**src/rtl/flag_branch_unit.sv**
```systemverilog
// flag_branch_unit: architectural V/N/Z flag register with same-cycle forwarding,
// conditional branch resolution, a registered one-cycle PC redirect with a
// shadow state, and saturating branch statistics.
module flag_branch_unit (
    input  logic        clk,
    input  logic        rst,
    input  logic        alu_v,
    input  logic        alu_n,
    input  logic        alu_z,
    input  logic        ex_valid,
    input  logic [2:0]  flag_wr,
    input  logic        br_valid,
    input  logic [2:0]  br_cond,
    input  logic [15:0] br_target,
    input  logic        stall,
    input  logic        flush,
    input  logic        cnt_clr,
    output logic        flag_v,
    output logic        flag_n,
    output logic        flag_z,
    output logic        redirect,
    output logic [15:0] redirect_pc,
    output logic [15:0] br_count,
    output logic [15:0] taken_count
);

    typedef enum logic {RUN = 1'b0, REDIR = 1'b1} state_t;

    state_t      state_q, state_d;
    logic        flag_v_q, flag_n_q, flag_z_q;
    logic        flag_v_d, flag_n_d, flag_z_d;
    logic [15:0] redirect_pc_q, redirect_pc_d;
    logic [15:0] br_count_q, br_count_d;
    logic [15:0] taken_count_q, taken_count_d;

    logic fw, ev, cond_true, taken;
    logic eff_v, eff_n, eff_z;

    // Forwarded flags and branch resolution; the next flag state is the forwarded value.
    always_comb begin
        fw    = ex_valid & ~stall & ~flush;
        eff_v = (fw & flag_wr[2]) ? alu_v : flag_v_q;
        eff_n = (fw & flag_wr[1]) ? alu_n : flag_n_q;
        eff_z = (fw & flag_wr[0]) ? alu_z : flag_z_q;
        case (br_cond)
            3'b000:  cond_true = ~eff_z;
            3'b001:  cond_true = eff_z;
            3'b010:  cond_true = ~eff_z & ~eff_n;
            3'b011:  cond_true = eff_n;
            3'b100:  cond_true = ~eff_n;
            3'b101:  cond_true = eff_n | eff_z;
            3'b110:  cond_true = eff_v;
            default: cond_true = 1'b1;
        endcase
        // Branches arriving in the REDIR (shadow) cycle are being squashed by fetch.
        ev    = br_valid & ~stall & ~flush & (state_q == RUN);
        taken = ev & cond_true;
        flag_v_d = eff_v;
        flag_n_d = eff_n;
        flag_z_d = eff_z;
    end

    // Redirect FSM next state: one REDIR cycle per taken branch, stretched by stall.
    always_comb begin
        state_d       = state_q;
        redirect_pc_d = redirect_pc_q;
        if (!stall) begin
            case (state_q)
                RUN: begin
                    if (taken) begin
                        state_d       = REDIR;
                        redirect_pc_d = br_target;
                    end
                end
                default: state_d = RUN;
            endcase
        end
    end

    // Saturating statistics; clear wins over a same-cycle increment and ignores stall.
    always_comb begin
        br_count_d    = br_count_q;
        taken_count_d = taken_count_q;
        if (ev && br_count_q != 16'hFFFF)
            br_count_d = br_count_q + 16'd1;
        if (taken && taken_count_q != 16'hFFFF)
            taken_count_d = taken_count_q + 16'd1;
        if (cnt_clr) begin
            br_count_d    = 16'd0;
            taken_count_d = 16'd0;
        end
    end

    // State registers with synchronous reset.
    always_ff @(posedge clk) begin
        if (rst) begin
            state_q       <= RUN;
            flag_v_q      <= 1'b0;
            flag_n_q      <= 1'b0;
            flag_z_q      <= 1'b0;
            redirect_pc_q <= 16'd0;
            br_count_q    <= 16'd0;
            taken_count_q <= 16'd0;
        end else begin
            state_q       <= state_d;
            flag_v_q      <= flag_v_d;
            flag_n_q      <= flag_n_d;
            flag_z_q      <= flag_z_d;
            redirect_pc_q <= redirect_pc_d;
            br_count_q    <= br_count_d;
            taken_count_q <= taken_count_d;
        end
    end

    assign flag_v      = flag_v_q;
    assign flag_n      = flag_n_q;
    assign flag_z      = flag_z_q;
    assign redirect    = (state_q == REDIR);
    assign redirect_pc = redirect_pc_q;
    assign br_count    = br_count_q;
    assign taken_count = taken_count_q;

endmodule
```
**config.mk**
```make
export PLATFORM = sky130hd
export DESIGN_NAME = flag_branch_unit
export DESIGN_NICKNAME = d
export VERILOG_FILES = /design/src/rtl/flag_branch_unit.sv
export SDC_FILE = /design/constraint.sdc
export NUM_CORES = 1
export LEC_CHECK = 0
export ABC_CLOCK_PERIOD_IN_PS = 6700
export CORE_ASPECT_RATIO = 0.7
export CORE_MARGIN = 3
export CORE_UTILIZATION = 48
export DETAILED_ROUTE_END_ITERATION = 10
export HOLD_SLACK_MARGIN = 0.08
export PLACE_DENSITY = 0.95
export SLEW_MARGIN = 20
export SYNTH_ARGS = -nofsm -noshare
export SYNTH_HDL_FRONTEND = slang
export SYNTH_SLANG_ARGS = --single-unit
```
**constraint.sdc**
```tcl
create_clock -name clk -period 6.7 [get_ports clk]
set_input_delay 1.005 -clock clk [delete_from_list [all_inputs] [get_ports clk]]
set_output_delay 1.005 -clock clk [all_outputs]
set_load 0.03 [all_outputs]
```
======== Word-level counts from Yosys, hierarchy flattened ========
Index checks and enable logic that the tools add are counted.
Widths: inputs -> output; s select.
word-level totals
  register bits after elaboration ......... 52
  bits of input ports ..................... 32
  logic and storage cells ................. 44
operators by class
  add/sub/neg operators ................... 2
  equal/unequal tests ..................... 8
  multiplexer cells ....................... 6
  bitwise operators ....................... 16
  reduce and logical (&&, ||, !) cells .... 5
operator list
  operator               count
  $add 16x1->16 const B  2
  $ne 16x16->1 const B   2
  $and 1x1->1            10
  $eq 3x3->1 const B     3
  $pmux 1 s7             1
  $eq 3x2->1 const B     2
  $mux 1                 5
  $not 1->1              5
  $eq 3x1->1 const B     1
  $logic_not 3->1        1
  $reduce_and 3->1       1
  $logic_and 1x1->1      2
  $reduce_or 2->1        1
  $or 1x1->1             1

======== Depth between registers and ports, before layout ========
  depth in word-level cells ............... 11
  mapped depth ............................ 9
  depth with buffers taken out ............ 8

======== Least setup slack after synthesis ========
Ideal clock, no wire load.
  path kind ............................... input -> register
  start point ............................. input flush
  end point ............................... register taken_count_q[8] (netlist: taken_count[8])
  library setup time ...................... 0.135 ns
  arrival ................................. 2.820 ns
  required time ........................... 6.565 ns
  slack ................................... 3.745 ns
  cell stages on the path ................. 9
  path buffers ............................ 2
  path through ............................ and4bb_4 -> mux2i_4 -> o22ai_1 -> nor4_2 -> o21ai_1 -> buf_6 -> buf_2 -> o311ai_0 -> o41ai_1
between the ends
  word-level cells in the longest chain between the ends .. 9
  elaborated cells between the ends (all ways) .. 17
  those cells by class .................... 4 x mux; 12 x bitwise; 1 x reduce/logical
ends and longest elaborated chain
  item                                   line        text
  start: declaration                     16          input logic flush,
  $not 1->1 (*)                          41, 56
  $and 1x1->1                            41          fw = ex_valid & ~stall & ~flush;
  $and 1x1->1, on equally long branches  44, 43
  $mux 1, on equally long branches       44, 43
  $not 1->1, on equally long branches    46, 48, 50
  $and 1x1->1                            48          3'b010: cond_true = ~eff_z & ~eff_n;
  $pmux 1 s7                             45          case (br_cond)
  $and 1x1->1 (*)                        57          taken = ev & cond_true;
  $logic_and 1x1->1 (*)                  86          if (taken && taken_count_q != 16'hFFFF)
  end signal: assignment                 111         taken_count_q <= taken_count_d;
  end: declaration                       34          logic [15:0] taken_count_q, taken_count_d;
Mark *: on every way between the ends. The rest lies on a longest branch, timed or not.
A chain may end at the register's enable or synchronous reset.

======== Worst setup path in the final report ========
  start point ............................. input stall
  end point ............................... register taken_count_q[10] (netlist: taken_count[10])
between the ends
  word-level cells in the longest chain between the ends .. 10
  elaborated cells between the ends (all ways) .. 19
  those cells by class .................... 4 x mux; 14 x bitwise; 1 x reduce/logical
ends and longest elaborated chain
  item                                   line        text
  start: declaration                     15          input logic stall,
  $not 1->1 (no source line) (*)         n/a
  $and 1x1->1 (2 in a row)               41
  $and 1x1->1, on equally long branches  44, 43
  $mux 1, on equally long branches       44, 43
  $not 1->1, on equally long branches    46, 48, 50
  $and 1x1->1                            48
  $pmux 1 s7                             45
  $and 1x1->1 (*)                        57
  $logic_and 1x1->1 (*)                  86
Marked as above.

==> flow_metrics.py <==
metrics = {
    "route": {
        "drt_iter0_markers": 69,
        "viasPerCell": 5.47,
        "drc_errors": 0,
        "drtAntennaViolNets": 0,
        "wl_mm": 5.78,
        "dr_total_vias": 2206,
        "first_pass_iters": 4,
        "wire_per_inst_um": 14.3,
    },
    "global_route": {
        "grt_util_met1": 0.239,
        "grt_max_degree": 50,
        "grt_pass1_wl_mm": 9.54,
        "grt.met3_usage": 0.0754,
        "grtUsageTotal": 0.199,
        "grt_pass1_vias": 2108,
        "antenna_found_initial": 0,
        "grt_use_met2": 0.335,
        "busiest_layer": "met2",
        "gr-total-overflow": 0,
    },
    "sta": {
        "fin_crit_ns": 3.59,
        "maxSlewViolCount": 0,
        "tns_ns": 0,
        "rsz0062_at_grt": "no",
        "finClkSkew_ns": 0.00624,
        "hold_viol": 0,
        "fmaxAchievable_mhz": 278,
        "tightest_slew_ns": 0.941,
        "min_period_over_period": 0.536,
        "final.setup.worst_slack_ns": 3.11,
        "relSlewSlack": 0.364,
        "setup_viol_count_final": 0,
    },
    "hold_path": {
        "hold_path.class": "reg -> reg",
        "hold_depth": 2,
        "hold_start": "redirect$_SDFFE_PP0N_",
        "min_to": "redirect$_SDFFE_PP0N_",
    },
    "synth": {
        "synth_edf_count": 0,
        "synth_area_sq_um": 2360,
        "synth_ff_type": "dfxtp_1",
        "synth_nets": 292,
        "ys_seq_area_frac": 0.442,
        "syn_avg_cell_area_sq_um": 9.13,
        "ys_ff_latch": 52,
        "synthDistinctLibCells": 45,
        "synth_cells": 258,
        "async_flop_share": 0,
        "ys_warn_count": 0,
    },
    "cts": {
        "numCtsBuffers": 5,
        "clkTransAtPathRegs_ns": 0.09,
        "cts_tree": "done",
        "holdBufCountCts": 0,
        "clk-insertion-delay-late_ns": 0.30,
        "cts_setup_buffers": 0,
        "h-tree-depth": 2,
        "clockRootBuffer": "clkbuf_8",
        "cts.path.max_buffers": 2,
        "clock_sinks": 52,
        "ctsResizeCount": 0,
    },
    "cells_and_area": {
        "diodes": 0,
        "area_growth_pct": 40.8,
        "final_area_sq_um": 3320,
        "multi_input_area_sq_um": 1250,
        "drive_above_1_share": 0.0475,
        "finalNetCount": 370,
        "ff_latch_area_sq_um": 1040,
        "nFillCells": 331,
    },
    "worst_setup_path": {
        "critical_path_arrival_ns": 3.83,
        "worstRegToRegCells": 5,
        "reg2reg_to": "taken_count[10]$_SDFFE_PP0P_",
        "worstPathRequired_ns": 6.94,
        "r2r-start": "redirect$_SDFFE_PP0N_",
        "crit_type": "in -> reg",
        "critPathLaunchType": "primary input",
        "end_kind": "flip-flop",
        "rrSetupSlack_ns": 4.28,
        "worstPathMaxFanout": 49,
    },
    "place": {
        "hpwl_mm": 4.26,
        "gp_congestion": 0.782,
        "io_buffers": 83,
        "placed_area_sq_um": 3220,
        "pre_cts_slack_ns": 2.82,
    },
    "floorplan": {
        "die_x_um": 89.7,
        "initial_core_util": 0.520,
        "core_sq_um": 4530,
        "ios": 84,
        "die_height_um": 64.6,
        "rows": 20,
        "dieArea_sq_um": 5800,
    },
    "outcome": {
        "status": "complete, no violations",
    },
    "power": {
        "peakVddDrop_mv": 0.123,
        "leakagePower_nw": 1.21,
        "power.density_nw_per_um2": 167,
    },
    "job": {
        "cap_violations": 0,
    },
}
==> cell type report <==
type                       count  share of cell area
clock buffer                   6              0.0249
clock inverter                 2             0.00415
multi-input combinational    191               0.377
timing repair buffer          84               0.253
sequential                    52               0.314
tap                           66              0.0249
inverter                       2             0.00226
==> how the worst max path moves through the flow <==
stage,startpoint,to
final,stall,taken_count[10]$_SDFFE_PP0P_
after global routing,stall,taken_count[14]$_SDFFE_PP0P_
after CTS,stall,taken_count[14]$_SDFFE_PP0P_
after detailed placement,stall,taken_count[14]$_SDFFE_PP0P_
after global placement,stall,taken_count[14]$_SDFFE_PP0P_
after floorplan,flush,taken_count[8]$_SDFFE_PP0P_
==> per-stage QoR <==
stage | power [W] | hold WS [ns] | utilization | instances
after detailed placement | 0.000374 | 0.483 | 0.711 | 395
final | 0.000556 | 0.501 | 0.733 | 403
after global routing | 0.000579 | 0.548 | 0.733 | 403
after floorplan | 0.000345 | 0.590 | - | 258
after CTS | 0.000562 | 0.496 | 0.733 | 403
after global placement | 0.000373 | 0.472 | 0.711 | 395
==> state kept, by name (all words and copies together), names as in the netlist <==
register	cells
flag_v	1
taken_count	16
br_count	16
redirect_pc	16
flag_z	1
flag_n	1
redirect	1
==> routing by layer <==
| metal | up-vias | routed length (um) |
|---|---|---|
| li1 | 1087 | - |
| met3 | 8 | 525 |
| met5 | - | 0 |
| met1 | 1028 | 2440 |
| met2 | 83 | 2740 |
| met4 | 0 | 70 |
==> synthesized netlist by cell type (all sizes together) (2+ instances only) <==
master  instances  area share
dfxtp          52        0.44
nor2           41       0.065
mux2i          21       0.096
nand2          18       0.029
nand3          12       0.025
xor2           11       0.041
a21oi           9       0.019
clkbuf          8       0.013
nor4            8       0.024
o31a            7       0.026
nand4           6       0.016
o21a            6       0.019
o21ai           6       0.013
buf             5       0.015
o31ai           5       0.016
or4             5       0.016
nor3            4      0.0085
or3             4       0.011
and3            3      0.0080
and4bb          3       0.018
xnor2           3       0.011
and4            2      0.0074
ha              2       0.011
inv             2      0.0032
nand2b          2      0.0053
o211a           2      0.0085
==> cells in the final DEF, fill, tap and decap left out, drive strengths merged, types with 4 or more instances in the layout <==
| master | netlist | final |
|---|---|---|
| o31a | 7 | 7 |
| o21a | 6 | 6 |
| a21oi | 9 | 9 |
| nand4 | 6 | 6 |
| or3 | 4 | 4 |
| nor2 | 41 | 41 |
| nand2 | 18 | 18 |
| clkdlybuf4s50 | 0 | 83 |
| mux2i | 21 | 21 |
| o31ai | 5 | 5 |
| xor2 | 11 | 11 |
| nor3 | 4 | 4 |
| nor4 | 8 | 8 |
| or4 | 5 | 5 |
| clkbuf | 8 | 6 |
| dfxtp | 52 | 52 |
| nand3 | 12 | 12 |
| o21ai | 6 | 6 |
==> power breakdown <==
part	total [W]	internal, W	switching [W]	leakage [nW]
clock	0.000188	0.0000846	0.000104	0.0516
sequential	0.000314	0.000312	0.00000195	0.419
combinational	0.0000536	0.0000288	0.0000248	0.738
==> worst max-delay path, stage by stage <==
cell,delay (ns)
clkdlybuf4s50_1,0.49
and4bb_4,0.36
mux2i_4,0.29
o22ai_1,0.14
nor4_2,0.38
o21ai_4,0.09
buf_4,0.33
or4_1,0.57
a21oi_1,0.16
==> cell families after synthesis <==
group | synth area share
multiplexers | 0.0961
AND/OR/NAND/NOR | 0.251
AO/OA/AOI/OAI | 0.117
buffers and inverters | 0.0313
flip-flops | 0.442
XOR/XNOR | 0.0520
adder cells (fa/ha/maj) | 0.0106
(Power assumes the default switching activity.)
==> RTL edit (config.mk and constraints unchanged) <==
Reset style: asynchronous (`rst`), changed in one clocked block. Comments in the files are not updated.
--- a/src/rtl/flag_branch_unit.sv
+++ b/src/rtl/flag_branch_unit.sv
@@ -94,3 +94,3 @@
     // State registers with synchronous reset.
-    always_ff @(posedge clk) begin
+    always_ff @(posedge clk or posedge rst) begin
         if (rst) begin
Check against the original RTL: differs if rst is asserted again (counterexample within 4 cycles, from zero or initial values and one cycle with rst high); with rst held inactive, the same outputs for 10 cycles.
==> RTL edit against the original RTL <==
- fmax grew 0.80%
- worst setup slack gained 0.029 ns
- largest cell class is now sequential cells
- sequential cell count is the same
- area after synthesis grew 11%
- cell area grew 9.0%
- count of clock-buffer cells in the layout is the same
- first-iteration DRC count grew 77%
- wire length grew 7.2%
- via count shrank 1.6%
- highest routed layer unchanged
Power is not compared: it rests on default switching activity, and its combinational part moved more than twofold at a synthesized area within 25%.
==> RTL edit: results (changes against the original RTL) <==
| Metric | Value |
|---|---|
| Critical Path AT | `3.76 ns (was 3.83 ns)` |
| Post-Synth XOR/XNOR Area | `0.0437 (was 0.0520)` |
| Vias | `2171 (was 2206)` |
| NumNets Final | `350 (was 370)` |
| Fin worst setup slack | `3.14 ns (was 3.11 ns)` |
| Hold path start | `redirect_pc[11]$_DFFE_PP0P_ (was redirect$_SDFFE_PP0N_)` |
| Top_reg_cell synth | `dfrtp_1 (was dfxtp_1)` |
| Vias in the first global route | `2100 (was 2108)` |
| Worst-Margin Slew | `1.05 ns (was 0.941 ns)` |
| Wire length of the first global-routing pass | `10200 µm (was 9540 µm)` |
| DP HPWL | `4400 µm (was 4260 µm)` |
| Clock skew | `0.00654 ns (was 0.00624 ns)` |
| Gate Count Post-Synth | `234 (was 258)` |
| Status | `complete, no violations (unchanged)` |
| CP Max Fanout | `7 (was 49)` |
| Distinct cells, synth | `46 (was 45)` |
| R2r setup slk | `3.87 ns (was 4.28 ns)` |
| CP max stage delay | `0.93 ns (was 0.57 ns)` |
| Post-Place Setup Slack | `2.69 ns (was 2.82 ns)` |
| Post-Syn Nets | `268 (was 292)` |
| Post-synth top cells | `dfrtp_1 (52), nor2_1 (20), mux2_2 (18), a21oi_1 (13), nand2_1 (13) (was dfxtp_1 (52), nor2_1 (41), mux2i_1 (19), nand2_1 (18), nand3_1 (12))` |
| Worst R2R Start | `taken_count[2]$_DFFE_PP0P_ (was redirect$_SDFFE_PP0N_)` |
| Synth Area in Compound Gates | `0.0869 (was 0.117)` |
| Placed cell area | `0.00348 mm² (was 0.00322 mm²)` |
| Depth of the worst register-to-register path | `7 (was 5)` |
| Largest net degree at the start of global routing | `53 (was 50)` |
| Fill count | `352 (was 331)` |
| Placer Congestion | `0.792 (was 0.782)` |
| Crit path to | `br_count[14]$_DFFE_PP0P_ (was taken_count[10]$_SDFFE_PP0P_)` |
| Synth async-reset ratio | `1.00 (was 0)` |
| Post-synthesis mux area share | `0.117 (was 0.0961)` |
| Slowest CP cell | `nor4b_1 (was or4_1)` |
RTL edit: cell types whose count changed in the layout (fill, tap and decap cells not counted), sizes merged, moves of 16 or more:
cell	unedited run	this run
mux2i	21	5
dfrtp	0	52
dfxtp	52	0
nor2	41	20
mux2	0	20
RTL edit: cells by family (layout without fill, tap and decap cells):
family	after synthesis	count (layout)
buf+inv	17	100
simple gates	91	91
compound gates	34	34
flops	52	52
fa+ha+maj	2	2
mux	25	25
xor+xnor	13	13
RTL edit: through the flow:
stage	hold WS, ns	power [W]
2_1_floorplan	0.667	0.000526
3_3_place_gp	0.488	0.000636
3_5_place_dp	0.492	0.000643
4_1_cts	0.514	0.000860
5_1_grt	0.529	0.000891
6_report	0.512	0.000855
RTL edit: worst min-delay path by stage:
stage,end,slack [ns],depth (start not counted)
after floorplan,redirect$_DFFE_PP0N_,0.67,2
after global placement,redirect_pc[12]$_DFFE_PP0P_,0.49,1
after detailed placement,redirect_pc[11]$_DFFE_PP0P_,0.49,1
after CTS,redirect_pc[11]$_DFFE_PP0P_,0.51,1
after global routing,redirect_pc[11]$_DFFE_PP0P_,0.53,1
final,redirect_pc[11]$_DFFE_PP0P_,0.51,1
RTL edit: layout make-up:
type	instances	area, µm²	share of cell area
flip-flops and latches	52	1300	0.360
clock buffers	6	72.6	0.0201
repair buffers	85	866	0.239
clock inverters	2	38.8	0.0107
inverters	7	27.5	0.00761
well taps	69	86.3	0.0239
multi-input cells	165	1220	0.339
RTL edit: layer usage:
metal,global-route usage,share of wire,up-vias
met1,0.295,0.49,1063
li1,-,-,1023
met3,0.0557,0.077,6
met4,0.0505,0.0077,0
met5,0,0,-
met2,0.312,0.43,79
